$ cat src/rtl/seq_mul_acc.sv
// Sequential unsigned shift-and-add multiplier with optional accumulate into the product register; latency: WIDTH+1 cycles start->done.
// Backpressure: start is only sampled in IDLE; a start while busy is dropped, never queued.
module seq_mul_acc #(
    parameter int WIDTH = 8
) (
    input  logic                 clk,
    input  logic                 reset,
    input  logic                 start,
    input  logic                 accumulate,
    input  logic [WIDTH-1:0]     a,
    input  logic [WIDTH-1:0]     b,
    output logic                 busy,
    output logic                 done,
    output logic [2*WIDTH-1:0]   product,
    output logic                 ovf
);

    localparam int CW = $clog2(WIDTH) + 1;

    localparam logic [1:0] S_IDLE = 2'd0;
    localparam logic [1:0] S_RUN  = 2'd1;
    localparam logic [1:0] S_ACC  = 2'd2;

    logic [1:0]         state;
    logic [WIDTH-1:0]   mcand;
    logic               acc_q;
    logic [2*WIDTH:0]   p;
    logic [CW-1:0]      cnt;

    logic [WIDTH:0]     upper_sum;
    logic [2*WIDTH:0]   p_step;
    logic [2*WIDTH:0]   acc_sum;

    // Upper half is WIDTH+1 bits, so adding the multiplicand can never carry out of P.
    always_comb begin
        upper_sum = p[2*WIDTH:WIDTH];
        if (p[0]) begin
            upper_sum = p[2*WIDTH:WIDTH] + {1'b0, mcand};
        end
        p_step  = {1'b0, upper_sum, p[WIDTH-1:1]};
        acc_sum = {1'b0, p[2*WIDTH-1:0]} + {1'b0, (acc_q ? product : {2*WIDTH{1'b0}})};
    end

    assign busy = (state != S_IDLE);

    always_ff @(posedge clk or negedge reset) begin
        if (!reset) begin
            state   <= S_IDLE;
            mcand   <= '0;
            acc_q   <= 1'b0;
            p       <= '0;
            cnt     <= '0;
            done    <= 1'b0;
            product <= '0;
            ovf     <= 1'b0;
        end else begin
            done <= 1'b0;
            case (state)
                S_IDLE: begin
                    if (start) begin
                        mcand <= a;
                        acc_q <= accumulate;
                        p     <= {{(WIDTH+1){1'b0}}, b};
                        cnt   <= '0;
                        state <= S_RUN;
                    end
                end
                S_RUN: begin
                    p   <= p_step;
                    cnt <= cnt + CW'(1);
                    if (cnt == CW'(WIDTH - 1)) begin
                        state <= S_ACC;
                    end
                end
                S_ACC: begin
                    product <= acc_sum[2*WIDTH-1:0];
                    ovf     <= acc_sum[2*WIDTH];
                    done    <= 1'b1;
                    state   <= S_IDLE;
                end
                default: begin
                    state <= S_IDLE;
                end
            endcase
        end
    end

endmodule

$ cat config.mk
export PLATFORM = sky130hd
export DESIGN_NAME = seq_mul_acc
export DESIGN_NICKNAME = d
export VERILOG_FILES = /design/src/rtl/seq_mul_acc.sv
export SDC_FILE = /design/constraint.sdc
export NUM_CORES = 1
export LEC_CHECK = 0
export CAP_MARGIN = 5
export CELL_PAD_IN_SITES_DETAIL_PLACEMENT = 0
export CELL_PAD_IN_SITES_GLOBAL_PLACEMENT = 1
export CORE_ASPECT_RATIO = 0.9
export CORE_MARGIN = 8
export CORE_UTILIZATION = 45
export DETAILED_ROUTE_END_ITERATION = 10
export GPL_ROUTABILITY_DRIVEN = 0
export PLACE_DENSITY = 0.86
export RECOVER_POWER = 50
export SETUP_SLACK_MARGIN = 0.15
export SYNTH_ARGS = -nofsm -noshare
export SYNTH_HDL_FRONTEND = slang
export SYNTH_SLANG_ARGS = --single-unit
$ cat constraint.sdc
create_clock -name clk -period 4.3 [get_ports clk]
set_clock_uncertainty 0.05 [all_clocks]
set_input_delay 0.645 -clock clk [delete_from_list [all_inputs] [get_ports clk]]
set_output_delay 0.645 -clock clk [all_outputs]
set_load 0.05 [all_outputs]
; ---- Word level (Yosys, flattened, before mapping)
; Index checks and enable logic that the tools add are counted.
[totals]
register_bits = 50
word_cells = 32
[classes]
n_eq_ne = 5
n_reduce_logical = 6
n_mux = 10
add_sub_neg = 3
[op_table]
columns = cell, n
row1 = $pmux 17 s2, 1
row2 = $add 16x16->17, 1
row3 = $mux 17, 1
row4 = $mux 16, 1
row5 = $add 9x8->9, 1
row6 = $mux 9, 1
row7 = $pmux 4 s2, 1
row8 = $reduce_and 2->1, 3
row9 = $add 4x1->4 const B, 1
row10 = $eq 4x3->1 const B, 1
row11 = $mux 2, 2
row12 = $mux 4, 1
row13 = $ne 2x2->1 const B, 2
row14 = $pmux 2 s2, 1
row15 = $reduce_bool 2->1, 2
row16 = $eq 2x1->1 const B, 1
row17 = $eq 2x2->1 const B, 1
row18 = $logic_not 2->1, 1
row19 = $mux 1, 1

; ---- Longest topological paths before layout
[logic_depth]
depth_word = 3
mapped_depth = 9
depth_no_buf = 8

; ---- Worst setup path before layout
; Ideal clock, no wire load.
[synth_path]
kind = reg2reg
from = register product[0]
to = register product[14]
t_arrival_ps = 2347
setup_slack_ps = 1783
t_required_ps = 4130
stages_incl_launch_ff = 9
path_buffers = 0
path_cell_list = dfrtp_1 -> and2_1 -> ha_1 -> fa_1 -> a21oi_1 -> or2_2 -> a211oi_1 -> or3_1 -> a31o_2
[synth_via]
elab_chain_len = 2
[synth_rtl]
columns = element, line
row1 = "start, declared", 14  ; output logic [2*WIDTH-1:0] product,
row2 = "start signal, assigned", 76  ; product <= acc_sum[2*WIDTH-1:0];
row3 = $mux 16, 41  ; acc_sum = {1'b0, p[2*WIDTH-1:0]} + {1'b0, (acc_q ? product : {2*WIDTH{1'b0}})};
row4 = $add 16x16->17, 41
; No other way between the ends.
; A chain may end at the register's enable or synchronous reset.

==> flow_summary.json <==
{
  "io_buffers": 38,
  "hold_violations": 0,
  "synth_seq_cells": 49,
  "grt_overflow": 0,
  "fill_cells": 668,
  "place_hpwl_um": 5820,
  "path_cells": "buf_2 > clkbuf_1",
  "crit_path_end_kind": "async pin",
  "num_vias": 2853,
  "clk_pin_slew_ns": 0.10,
  "finalWirelength_um": 8060,
  "drc": 0,
  "crit_slowest_cell": "clkbuf_1",
  "die_h_um": 96.8,
  "required_ns": 4.09,
  "synthCells": 361,
  "cts_buffer_depth": 2,
  "post_drt_wl_per_cell_um": 16.7,
  "post_synth.cell_area_avg_um2": 9.03,
  "final_area_um2": 3800,
  "path_class": "input port to async pin",
  "critPathMaxStageDelay_ns": 1.90,
  "synth_warnings": 0,
  "synth_area_um2": 3260,
  "area_delta_synth_final_pct": 16.7,
  "post-synth-top-area-fraction_pct": 37.6,
  "maxSlewViolCount": 50,
  "cts.htree.levels": 2,
  "worstPathMaxFanout": 49,
  "power_density_nw_per_um2": 882,
  "dieArea_um2": 10200,
  "min_period_ns": 2.86,
  "outcome": "complete, but fails checks",
  "vdd_drop_max_uv": 290,
  "place_area_um2": 3700,
  "relSlewSlack_pct": -80.4,
  "antenna_found_initial": 0,
  "yosysSeqAreaShare_pct": 37.6,
  "synthDistinctLibCells": 44,
  "drt-initial-drc-count": 154,
  "start_util_pct": 46.3,
  "yosysTopAreaCell": "dfrtp_1",
  "yosys-top-cells-area": "dfrtp_1 38%, ha_1 9.6%, o21ai_0 4.3%",
  "fin_nets": 437,
  "finalCritPeriodShare_pct": 66.6,
  "clock-sinks": 49,
  "cp_top_family": "buffers and inverters",
  "tns_ns": 0,
  "p_total_mw": 3.36,
  "grt_first_pass_wirelength_um": 13600,
  "io_pins": 39,
  "numCtsBuffers": 5,
  "setup_viol": 0,
  "cts_root_buffer": "clkbuf_8",
  "worstSkewPairLatency_ns": 0.30,
  "critPathLaunchType": "input port",
  "groute.usage.overall_pct": 15.8,
  "cp_num_buf_inv": 2,
  "crit_arrival_ns": 2.66,
  "p_leak_nw": 1.67,
  "dieWidth_um": 106,
  "antenna_cells": 0,
  "core_area_um2": 7040,
  "cts_setup_buffers": 0,
  "max_cap_viol_count": 1,
  "row_count": 29,
  "rsz0062_at_grt": "no",
  "grt_pass1_vias": 2739,
  "dr.pass1.iters": 4,
  "ant_nets": 0,
  "grt_max_degree": 50,
  "tightest_slew_ns": 2.71,
  "synthesis.nets": 408,
  "cts_tree": "built",
  "violations": "capacitance limit, slew limit",
  "max_freq_mhz": 349,
  "hold_path.class": "flop to flop",
  "cts_resized": 0,
  "drive_above_1_share_pct": 6.65,
  "hold_buffers": 0,
  "viasPerCell": 5.89
}
## where the power goes
part | total (mW) | switching (mW) | internal, mW
registers | 0.913 | 0.238 | 0.675
logic | 2.10 | 1.22 | 0.883
clock network | 0.345 | 0.171 | 0.175
total | 3.36 | 1.62 | 1.73
## logic make-up after synthesis
family,share of synthesized area [%]
DFF,37.6
adders and majority gates,10.8
and+or+nand+nor,19.6
muxes,5.33
buffers and inverters,2.76
xor gates and xnor gates,1.88
AOI/OAI and AO/OA,22.0
## synthesized netlist by cell type, drive strengths merged
library cell,instances
and2,18
o2bb2ai,1
a2bb2oi,1
o22ai,7
o41a,1
nor3,5
dfrtp,49
or4,2
clkbuf,16
ha,25
o221ai,1
nand3b,5
nand3,19
nand2b,4
or3,1
nand2,35
nor2,22
nor2b,5
o21a,6
a21o,9
xor2,3
o21ai,28
a21boi,1
buf,2
o31ai,6
o211ai,7
a31oi,4
a2111o,2
a211oi,7
nor4,4
a21oi,20
mux2,11
o311ai,1
xnor2,4
and3,2
fa,2
nor3b,1
a211o,1
or2,1
a31o,4
o21bai,3
inv,6
mux2i,5
nand4,4
## state kept, by name, indices dropped and copies added (netlist names)
register and cells:
p 16, product 16, mcand 8, cnt 4, state 2, acc_q 1
done 1, ovf 1
## stage by stage
step	instances	hold slack, ns	utilization, %	setup slack, ns
2_1_floorplan	361	0.299	-	1.78
3_3_place_gp	476	0.424	52.6	1.76
3_5_place_dp	476	0.428	52.6	1.64
4_1_cts	484	0.406	54.2	1.62
5_1_grt	484	0.482	54.1	0.814
6_report	484	0.452	54.1	1.44
## final timing paths
kind,to,slack [ns],startpoint,cells past startpoint
setup / recovery,product[12],1.44,reset,2
hold / removal,state[1],0.45,cnt[3],1
setup reg to reg,product[10],1.51,state[0],6
hold reg to reg,state[1],0.45,cnt[3],1
max in group clk,product[10],1.51,state[0],6
min in group asynchronous,cnt[1],1.22,reset,2
## per-layer routing
metal | global-route usage [%] | part of all wire (%) | vias up
met1 | 22.3 | 48 | 1385
met4 | 3.35 | 0.74 | 0
met3 | 2.65 | 4.7 | 6
met5 | 0 | 0 | -
met2 | 24.7 | 46 | 73
li1 | - | - | 1389
## area by class of cell
type	instances	area [um^2]	share of cell area [%]
clock inverters	3	43.8	1.15
flip-flops and latches	49	1230	32.2
well taps	93	116	3.06
multi-input cells	288	1940	51.1
repair buffers	40	383	10.1
clock buffers	5	68.8	1.81
inverters	6	22.5	0.592
## cells in the final DEF (no fill, tap or decap), types with 5 or more instances in the layout
cell type and count:
inv_1 6, o211ai_1 7, o21a_1 6, clkbuf_8 5, o31ai_1 6, nor2_1 22, clkdlybuf4s50_1 36, a21o_1 9
and2_1 18, nand2_1 35, o22ai_1 7, mux2i_1 5, o21ai_0 28, ha_1 25, a211oi_1 7, nor3_1 5
nor2b_1 5, mux2_2 11, a21oi_1 20, nand3_1 19, dfrtp_1 49, nand3b_1 5
(Power assumes the default switching activity.)
